**config.mk**
```make
export PLATFORM = sky130hd
export DESIGN_NAME = display_ram_ctrl_flat
export DESIGN_NICKNAME = d
export VERILOG_FILES = /design/src/rtl/display_pkg.sv /design/src/rtl/display_ram_ctrl_if.sv /design/src/rtl/display_port_arb.sv /design/src/rtl/display_ram_ctrl.sv /design/src/flat_wrapper.sv
export SDC_FILE = /design/constraint.sdc
export NUM_CORES = 1
export LEC_CHECK = 0
export BUFFER_PORTS_ARGS = -buffer_cell sky130_fd_sc_hd__buf_4
export CORE_MARGIN = 8
export CORE_UTILIZATION = 23
export CTS_BUF_LIST = sky130_fd_sc_hd__clkbuf_16
export DETAILED_ROUTE_END_ITERATION = 16
export GPL_ROUTABILITY_DRIVEN = 0
export PLACE_DENSITY = 0.48
export SYNTH_ARGS = -nofsm -noshare
export SYNTH_HDL_FRONTEND = slang
export SYNTH_SLANG_ARGS = --single-unit
```
**constraint.sdc**
```tcl
create_clock -name clk -period 2.05 [get_ports clk]
set_input_delay 0.3075 -clock clk [delete_from_list [all_inputs] [get_ports clk]]
set_output_delay 0.3075 -clock clk [all_outputs]
set_load 0.01 [all_outputs]
```
**src/rtl/display_pkg.sv**
```systemverilog
// Shared constants, opcodes, FSM states and the RAM port-A request bundle
// for the text display RAM controller.
package display_pkg;
  localparam int ROW_LEN  = 64;
  localparam int NUM_ROWS = 16;
  localparam int ADDR_W   = 10;

  localparam logic [1:0] OP_NOP    = 2'd0;
  localparam logic [1:0] OP_CLEAR  = 2'd1;
  localparam logic [1:0] OP_SCROLL = 2'd2;

  localparam logic [ADDR_W-1:0] LAST_ADDR       = ADDR_W'(ROW_LEN*NUM_ROWS-1);
  localparam logic [ADDR_W-1:0] SCROLL_LAST_SRC = ADDR_W'(1023);
  localparam logic [ADDR_W-1:0] FILL_BASE       = ADDR_W'(960);

  typedef enum logic [2:0] {IDLE, CLR, SC_RD, SC_WR, SC_FILL, FIN} state_t;

  typedef struct packed {
    logic              ce;
    logic              we;
    logic [ADDR_W-1:0] ad;
    logic [7:0]        din;
  } ram_req_t;
endpackage

```
**src/rtl/display_ram_ctrl_if.sv**
```systemverilog
// Bus-side and host-command handshake bundle of the display RAM controller.
interface display_bus_if;
  logic                           bus_req;
  logic                           bus_we;
  logic [display_pkg::ADDR_W-1:0] bus_addr;
  logic [7:0]                     bus_wdata;
  logic [7:0]                     bus_rdata;
  logic                           bus_ack;
  logic                           cmd_valid;
  logic [1:0]                     cmd_op;
  logic [7:0]                     cmd_fill;
  logic                           cmd_ready;
  logic                           busy;
  logic                           done;

  modport slave (
    input  bus_req, bus_we, bus_addr, bus_wdata, cmd_valid, cmd_op, cmd_fill,
    output bus_rdata, bus_ack, cmd_ready, busy, done
  );
  modport master (
    output bus_req, bus_we, bus_addr, bus_wdata, cmd_valid, cmd_op, cmd_fill,
    input  bus_rdata, bus_ack, cmd_ready, busy, done
  );
endinterface

```
**src/rtl/display_port_arb.sv**
```systemverilog
// Port-A grant mux (bus has absolute priority over the engine) plus the
// one-cycle bus ack / read-data return path.
module display_port_arb
  import display_pkg::*;
(
  input  logic              clk,
  input  logic              reset,
  input  logic              bus_req,
  input  logic              bus_we,
  input  logic [ADDR_W-1:0] bus_addr,
  input  logic [7:0]        bus_wdata,
  input  ram_req_t          eng,
  output logic              eng_gnt,
  output logic              bus_ack,
  output logic [7:0]        bus_rdata,
  output ram_req_t          ram,
  input  logic [7:0]        ram_dout
);
  logic       rd_ack;
  logic [7:0] rdata_q;

  assign eng_gnt = !bus_req;

  always_comb begin
    ram = '0;
    if (bus_req)     ram = '{ce: 1'b1, we: bus_we, ad: bus_addr, din: bus_wdata};
    else if (eng.ce) ram = eng;
  end

  always_ff @(posedge clk or posedge reset) begin
    if (reset) begin
      bus_ack <= 1'b0;
      rd_ack  <= 1'b0;
      rdata_q <= '0;
    end else begin
      bus_ack <= bus_req;
      rd_ack  <= bus_req && !bus_we;
      if (rd_ack) rdata_q <= ram_dout;
    end
  end

  // douta is only valid during the ack cycle; the register keeps it afterwards
  assign bus_rdata = rd_ack ? ram_dout : rdata_q;
endmodule

```
**src/rtl/display_ram_ctrl.sv**
```systemverilog
// Port-A controller for the 64x16 text RAM: TRS-80 bus accesses plus a
// CLEAR / SCROLL engine that only runs in cycles the bus leaves idle.
module display_ram_ctrl
  import display_pkg::*;
(
  input  logic              clk,
  input  logic              reset,
  display_bus_if.slave      host,
  output logic              ram_ce,
  output logic              ram_we,
  output logic [ADDR_W-1:0] ram_ad,
  output logic [7:0]        ram_din,
  input  logic [7:0]        ram_dout
);
  state_t            state;
  logic [ADDR_W-1:0] dst, src;
  logic [7:0]        fill, hold;
  logic              fresh, gnt;
  ram_req_t          eng, ram;

  assign src = dst + ADDR_W'(ROW_LEN);

  always_comb begin
    eng = '0;
    case (state)
      CLR, SC_FILL: eng = '{ce: 1'b1, we: 1'b1, ad: dst, din: fill};
      SC_RD:        eng = '{ce: 1'b1, we: 1'b0, ad: src, din: 8'h00};
      SC_WR:        eng = '{ce: 1'b1, we: 1'b1, ad: dst, din: fresh ? ram_dout : hold};
      default:      eng = '0;
    endcase
  end

  display_port_arb u_arb (
    .clk      (clk),
    .reset    (reset),
    .bus_req  (host.bus_req),
    .bus_we   (host.bus_we),
    .bus_addr (host.bus_addr),
    .bus_wdata(host.bus_wdata),
    .eng      (eng),
    .eng_gnt  (gnt),
    .bus_ack  (host.bus_ack),
    .bus_rdata(host.bus_rdata),
    .ram      (ram),
    .ram_dout (ram_dout)
  );

  assign ram_ce  = ram.ce;
  assign ram_we  = ram.we;
  assign ram_ad  = ram.ad;
  assign ram_din = ram.din;

  always_ff @(posedge clk or posedge reset) begin
    if (reset) begin
      state          <= IDLE;
      dst            <= '0;
      fill           <= '0;
      hold           <= '0;
      fresh          <= 1'b0;
      host.busy      <= 1'b0;
      host.done      <= 1'b0;
      host.cmd_ready <= 1'b1;
    end else begin
      host.done <= 1'b0;
      // fresh marks the cycle right after a granted read; if that cycle is
      // stolen by the bus, the write later falls back to the captured hold.
      fresh <= 1'b0;
      if (fresh) hold <= ram_dout;
      case (state)
        IDLE: if (host.cmd_valid && host.cmd_ready) begin
          fill           <= host.cmd_fill;
          dst            <= '0;
          host.cmd_ready <= 1'b0;
          case (host.cmd_op)
            OP_CLEAR:  begin state <= CLR;   host.busy <= 1'b1; end
            OP_SCROLL: begin state <= SC_RD; host.busy <= 1'b1; end
            default:   begin state <= FIN;   host.done <= 1'b1; end
          endcase
        end
        CLR, SC_FILL: if (gnt) begin
          dst <= dst + 1'b1;
          if (dst == LAST_ADDR) begin
            state     <= FIN;
            host.busy <= 1'b0;
            host.done <= 1'b1;
          end
        end
        SC_RD: if (gnt) begin
          fresh <= 1'b1;
          state <= SC_WR;
        end
        SC_WR: if (gnt) begin
          dst   <= dst + 1'b1;
          state <= (dst == FILL_BASE - 1'b1) ? SC_FILL : SC_RD;
        end
        FIN: begin
          state          <= IDLE;
          host.cmd_ready <= 1'b1;
        end
        default: state <= IDLE;
      endcase
    end
  end
endmodule

```
**src/flat_wrapper.sv**
```systemverilog
// flat-port wrapper written by rule: the top's interface ports become plain ports
module display_ram_ctrl_flat import display_pkg::*;
  (clk, reset, ram_ce, ram_we, ram_ad, ram_din, ram_dout, host_bus_req, host_bus_we, host_bus_addr, host_bus_wdata, host_cmd_valid, host_cmd_op, host_cmd_fill, host_bus_rdata, host_bus_ack, host_cmd_ready, host_busy, host_done);
  display_bus_if host_i ();
  input  logic clk;
  input  logic reset;
  output logic ram_ce;
  output logic ram_we;
  output logic [ADDR_W-1:0] ram_ad;
  output logic [7:0] ram_din;
  input  logic [7:0] ram_dout;
  input wire logic [$bits(host_i.bus_req)-1:0] host_bus_req;
  input wire logic [$bits(host_i.bus_we)-1:0] host_bus_we;
  input wire logic [$bits(host_i.bus_addr)-1:0] host_bus_addr;
  input wire logic [$bits(host_i.bus_wdata)-1:0] host_bus_wdata;
  input wire logic [$bits(host_i.cmd_valid)-1:0] host_cmd_valid;
  input wire logic [$bits(host_i.cmd_op)-1:0] host_cmd_op;
  input wire logic [$bits(host_i.cmd_fill)-1:0] host_cmd_fill;
  output wire logic [$bits(host_i.bus_rdata)-1:0] host_bus_rdata;
  output wire logic [$bits(host_i.bus_ack)-1:0] host_bus_ack;
  output wire logic [$bits(host_i.cmd_ready)-1:0] host_cmd_ready;
  output wire logic [$bits(host_i.busy)-1:0] host_busy;
  output wire logic [$bits(host_i.done)-1:0] host_done;
  assign host_i.bus_req = host_bus_req;
  assign host_i.bus_we = host_bus_we;
  assign host_i.bus_addr = host_bus_addr;
  assign host_i.bus_wdata = host_bus_wdata;
  assign host_i.cmd_valid = host_cmd_valid;
  assign host_i.cmd_op = host_cmd_op;
  assign host_i.cmd_fill = host_cmd_fill;
  assign host_bus_rdata = host_i.bus_rdata;
  assign host_bus_ack = host_i.bus_ack;
  assign host_cmd_ready = host_i.cmd_ready;
  assign host_busy = host_i.busy;
  assign host_done = host_i.done;
  display_ram_ctrl u_core (.clk(clk), .reset(reset), .host(host_i), .ram_ce(ram_ce), .ram_we(ram_we), .ram_ad(ram_ad), .ram_din(ram_din), .ram_dout(ram_dout));
endmodule
```
Word level (Yosys, flattened, before mapping)
Cells that the tools add are included.
{"block": "word_totals", "register_bits": 43, "out_inout_bits": 32, "input_bits": 41}
{"block": "op_classes", "n_addsub": 2, "mux": 30, "eq_ne": 16, "reduce_logical": 15}
{"cell": "$pmux 20 s3", "count": 1}
{"cell": "$mux 20", "count": 2}
{"cell": "$eq 10x10->1 const B", "count": 2}
{"cell": "$mux 10", "count": 2}
{"cell": "$pmux 10 s2", "count": 1}
{"cell": "$mux 3", "count": 6}
{"cell": "$mux 8", "count": 2}
{"cell": "$pmux 3 s4", "count": 1}
{"cell": "$mux 1", "count": 11}
{"cell": "$add 10x1->10 const B", "count": 1}
{"cell": "$add 10x7->10 const B", "count": 1}
{"cell": "$ne 2x2->1 const B", "count": 5}
{"cell": "$reduce_and 5->1", "count": 2}
{"cell": "$eq 3x2->1 const B", "count": 2}
{"cell": "$eq 3x3->1 const B", "count": 2}
{"cell": "$pmux 1 s2", "count": 3}
{"cell": "$pmux 3 s2", "count": 1}
{"cell": "$reduce_bool 2->1", "count": 3}
{"cell": "$ne 2x1->1 const B", "count": 2}
{"cell": "$reduce_and 2->1", "count": 2}
{"cell": "$reduce_or 2->1", "count": 2}
{"cell": "$eq 3x1->1 const B", "count": 1}
{"cell": "$logic_not 3->1", "count": 1}
{"cell": "$reduce_and 3->1", "count": 1}
{"cell": "5 further kinds", "count": 6}

Logic depth before layout (Yosys ltp)
{"block": "logic_depth", "ltp_word": 5, "depth_mapped": 8, "depth_no_buf": 7}

Cells and area by module
A second synthesis with hierarchy kept.
{"block": "unflattened", "hier_cells": 245, "area_unflattened_um2": 2523.7}
{"module": "display_ram_ctrl", "n_inst": 1, "cells_each": 196, "area_per_inst_um2": 1955.6, "seq_area_each_um2": 827.0}
{"module": "display_port_arb", "n_inst": 1, "cells_each": 49, "area_per_inst_um2": 568.0, "seq_area_each_um2": 250.2}

Least setup slack after synthesis
No wires, ideal clock.
{"block": "synth_path", "path_type": "register to output", "startpoint": "register u_core.state[0]", "endpoint": "output port ram_ad[0]", "stages_incl_launch_ff": 7, "arrival_ps": 1562, "n_path_buf": 2, "path_slack_ps": 181, "required_time_ps": 1742, "cell_sequence": "dfrtp_1 buf_2 nor2_1 xor2_1 nor2_1 clkbuf_1 a22o_1"}
{"block": "synth_between", "elab_chain_cells": 5, "word_cells_on_any_way": 8, "cone_classes": "eq/ne: 4; mux: 3; reduce/logical: 1"}
{"item": "start: declaration", "line_no": "display_ram_ctrl.sv:15", "rtl": "state_t state;"}
{"item": "start signal: assignment", "line_no": "display_ram_ctrl.sv:94", "rtl": "state <= (dst == FILL_BASE - 1'b1) ? SC_FILL : SC_RD;"}
{"item": "$eq 3x1->1 / $eq 3x3->1 (equally long branches)", "line_no": "display_ram_ctrl.sv:25", "rtl": "case (state)"}
{"item": "$reduce_or 2->1", "line_no": "display_ram_ctrl.sv:25"}
{"item": "$pmux 20 s3 *", "line_no": "display_ram_ctrl.sv:25"}
{"item": "$mux 20 *", "line_no": "display_port_arb.sv:27", "rtl": "else if (eng.ce) ram = eng;"}
{"item": "$mux 20 *", "line_no": "display_port_arb.sv:26", "rtl": "if (bus_req) ram = '{ce: 1'b1, we: bus_we, ad: bus_addr, din: bus_wdata};"}
{"item": "end: declaration", "line_no": "flat_wrapper.sv:9", "rtl": "output logic [ADDR_W-1:0] ram_ad;"}
Every way passes the cells marked *; elsewhere a longest branch is shown, timed or not.

Worst setup path after layout
{"block": "layout_path", "startpoint": "register u_core.dst[6]", "endpoint": "output port ram_ad[8]"}
{"block": "layout_between", "elab_chain_cells": 4}
{"item": "start: declaration", "line_no": "display_ram_ctrl.sv:16", "rtl": "logic [ADDR_W-1:0] dst, src;"}
{"item": "start signal: assignment", "line_no": "display_ram_ctrl.sv:81", "rtl": "dst <= dst + 1'b1;"}
{"item": "start signal: assignment", "line_no": "display_ram_ctrl.sv:93", "rtl": "dst <= dst + 1'b1;"}
{"item": "$add 10x7->10", "line_no": "display_ram_ctrl.sv:21", "rtl": "assign src = dst + ADDR_W'(ROW_LEN);"}
{"item": "$pmux 20 s3", "line_no": "display_ram_ctrl.sv:25"}
{"item": "$mux 20", "line_no": "display_port_arb.sv:27"}
{"item": "$mux 20", "line_no": "display_port_arb.sv:26"}
No other way between the ends.

==> metrics.md <==
| Metric | Value |
|---|---|
| M3 GR Usage | 0.0283 |
| Synth top area cells | dfrtp_1 44%, mux2_2 9.4%, a22o_1 5.5% |
| Failing checks | negative setup slack |
| CP Max Fanout | 4 |
| Initial antenna violation count | 0 |
| Leak Pwr | roughly 1.7 nW |
| Clk root buf | clkbuf_16 |
| Cell accounting for the most synthesized area | dfrtp_1 |
| Hold crit path type | in2async |
| CP bufs+invs | 1 |
| Worst slew margin | 0.707 |
| Core box area | 10200 µm² |
| Mapped Nets | 286 |
| Worst reg2reg path depth | 5 |
| Reg2reg setup slack | approximately 0.070 ns |
| Setup TNS | -0.220 ns |
| Mapped Cells | 240 |
| Synth Cell Area | 2380 µm² |
| RR Endpoint | u_core.dst[9] |
| Most frequent cells in the layout | 91 x buf_4, 36 x dfrtp_1, 35 x nand2_1 |
| CP startpoint kind | register |
| PD cells | 1300 nW/µm² |
| Average size of a mapped cell | 9.94 µm² |
| Tcrit/Tclk final | 1.02 |
| Final setup vio count | 9 |
| Antenna Diode Count | 0 |
| Multi-input gate area | roughly 1300 µm² |
| FF+latch area | 1080 µm² |
| Worst slew pin tran | between 0.4 and 0.5 ns |
| Clk slew on worst S/H paths | 0.07 ns |
| Crit path time final | 2.10 ns |
| Peak Freq | 476 MHz |
| Setup CP Type | reg2out |
| Design Area, Final | approximately 3600 µm² |
| Total die area | 13900 µm² |
| Sequential share of the synthesized area | 0.452 |
| DRC | 0 |
| Initial core utilization | 0.234 |
| Die Ht | 118 µm |
| Async SR Flop Fraction | 1.00 |
| R2r startpoint | u_core.state[0] |
| Hold buffers post-CTS | 0 |
| H-tree depth | 2 |
| Yosys cell types | 43 |
| P&R area growth vs syn | 52.5% |
| Crit-path leading delay family | multiplexers |
| Vias post-DR | 2159 |
| GR Util met2 | 0.183 |
| CP peak stage delay | between 0.4 and 0.5 ns |
| PnR worst setup slack | -0.0491 ns |
| Share of layout cells above drive strength 1 | 0.504 |
| RSZ-0062 raised after global routing | true |
| Die width | roughly 120 µm |
| IO buf count | 72 |
| HPWL Detailed | 5.40 mm |
| Critical path arrival | 1.79 ns |
| Largest net degree at the start of global routing | 19 |
| CTS Buffer Depth | 2 |
| Commonest non-fill, non-tap cell in the layout | buf_4 |
| Post-synth EDFFs | 0 |
| Final Total Pwr | 4.71 mW |
| Gr usage total | 0.109 |
| Crit path cell chain | ha_4, mux2_4, a22oi_2, o21ai_1, mux2_2, buf_6 |
| GR peak layer | met2 |
| WL/cell | 16.1 µm |
| Placed cell areas | 3140 µm² |
| Worst skew pair latency | ~0.29 ns |
| Slowest-stage cell, CP | dfrtp_2 |
| Post-synth top area share | 0.441 |
| 1st-iter DRT viols | 62 |
| DRT Wirelength | about 7.6 mm |
| Synth Register Bits | 43 |
| Max cap viols | 0 |
| Data required, critical path | ~1.7 ns |
| GRT met1 Usage | 0.137 |
| Clk sinks | 43 |
| Syn. warnings | 0 |
| Slew Limit Fails | 0 |
| Vias in the first global route | 2330 |
| DR vias/cell | 4.58 |
| Num ports | 73 |
| CP Capture Type | primary output |
| ANT nets after route | 0 |
| Ys flop type | dfrtp_1 |
| Worst Skew | between 0.007 and 0.008 ns |
| Total CTS buffers | 5 |
| First-pass GRT wire length | about 12 mm |
| Fin nets | 380 |
| DR pass1 iterations | 4 |
| Row cnt | 37 |
| Status | finished, violations left |
| Max rail drop VDD | 0.523 mV |
| Final Hold Fails | 0 |
| Fill count | 1057 |
| CTS tree | yes |
| Overflow after GRT | 0 |
cell families after synthesis:
| group | Yosys count | share of synthesized area |
|---|---|---|
| flops | 43 | 0.452 |
| fa+ha+maj | 5 | 0.0262 |
| mux | 20 | 0.0944 |
| buf+inv | 22 | 0.0420 |
| simple gates | 86 | 0.174 |
| xor+xnor | 7 | 0.0257 |
| compound gates | 57 | 0.186 |
registers in the layout, summed over array words and instances, names as in the netlist, 3 cells and up:
| signal | cells |
|---|---|
| u_core.dst | 10 |
| u_core.fill | 8 |
| u_core.hold | 8 |
| u_core.u_arb.rdata_q | 8 |
| u_core.state | 3 |
report_power, final:
part | internal [mW] | switching, mW | total, mW
sequential | 1.16 | 0.239 | 1.40
clock | 0.456 | 0.352 | 0.808
combinational | 1.32 | 1.19 | 2.51
per-layer routing:
metal | wire [µm] | vias up
li1 | - | 1044
met1 | 3370 | 1050
met2 | 3790 | 58
met3 | 344 | 7
met4 | 72 | 0
met5 | 0 | -
through the flow:
step	utilization	setup WS (ns)	instances	hold WS (ns)
floorplan	-	0.181	240	0.339
global placement	0.308	-0.102	447	0.353
detailed placement	0.308	-0.180	447	0.354
CTS	0.346	-0.131	466	0.0449
global route	0.357	-0.124	471	0.0652
finish	0.357	-0.0491	471	0.0249
worst max-delay path by stage:
stage,depth (start not counted),to,startpoint,slack (ns)
3_5_place_dp,5,ram_ad[5],u_core.state[1],-0.18
2_1_floorplan,6,ram_ad[0],u_core.state[0],0.18
4_1_cts,6,ram_ad[8],u_core.dst[6],-0.13
6_report,6,ram_ad[8],u_core.dst[6],-0.05
5_1_grt,8,ram_ad[7],u_core.dst[6],-0.12
3_3_place_gp,5,ram_ad[5],u_core.state[1],-0.10
cell usage after synthesis, drive strengths merged (2+ instances only):
| cell | n |
|---|---|
| dfrtp | 42 |
| nand2 | 35 |
| nor2 | 21 |
| mux2 | 20 |
| a21oi | 15 |
| a22o | 15 |
| clkbuf | 12 |
| a32o | 8 |
| o21ai | 8 |
| nand3 | 7 |
| buf | 6 |
| xnor2 | 6 |
| ha | 5 |
| inv | 4 |
| nor2b | 4 |
| nand2b | 3 |
| nor3b | 3 |
| a211oi | 2 |
| a22oi | 2 |
| and3 | 2 |
| nand3b | 2 |
| nand4 | 2 |
| nor4 | 2 |
timing repair:
item | in CTS | in global routing
resized for setup | 37 | 20
setup endpoints to repair | 19 | 20
endpoints found under the hold margin | 0 | 0
pin swaps | 9 | 17
buffers inserted | 9 | 5
gates cloned | 2 | 0
layout make-up:
class / count / area share
multi-input combinational: 175 / 0.367
sequential: 43 / 0.298
timing repair buffer: 105 / 0.243
tap: 136 / 0.0468
clock buffer: 5 / 0.0344
clock inverter: 3 / 0.00654
inverter: 4 / 0.00413
(Power assumes the default switching activity.)
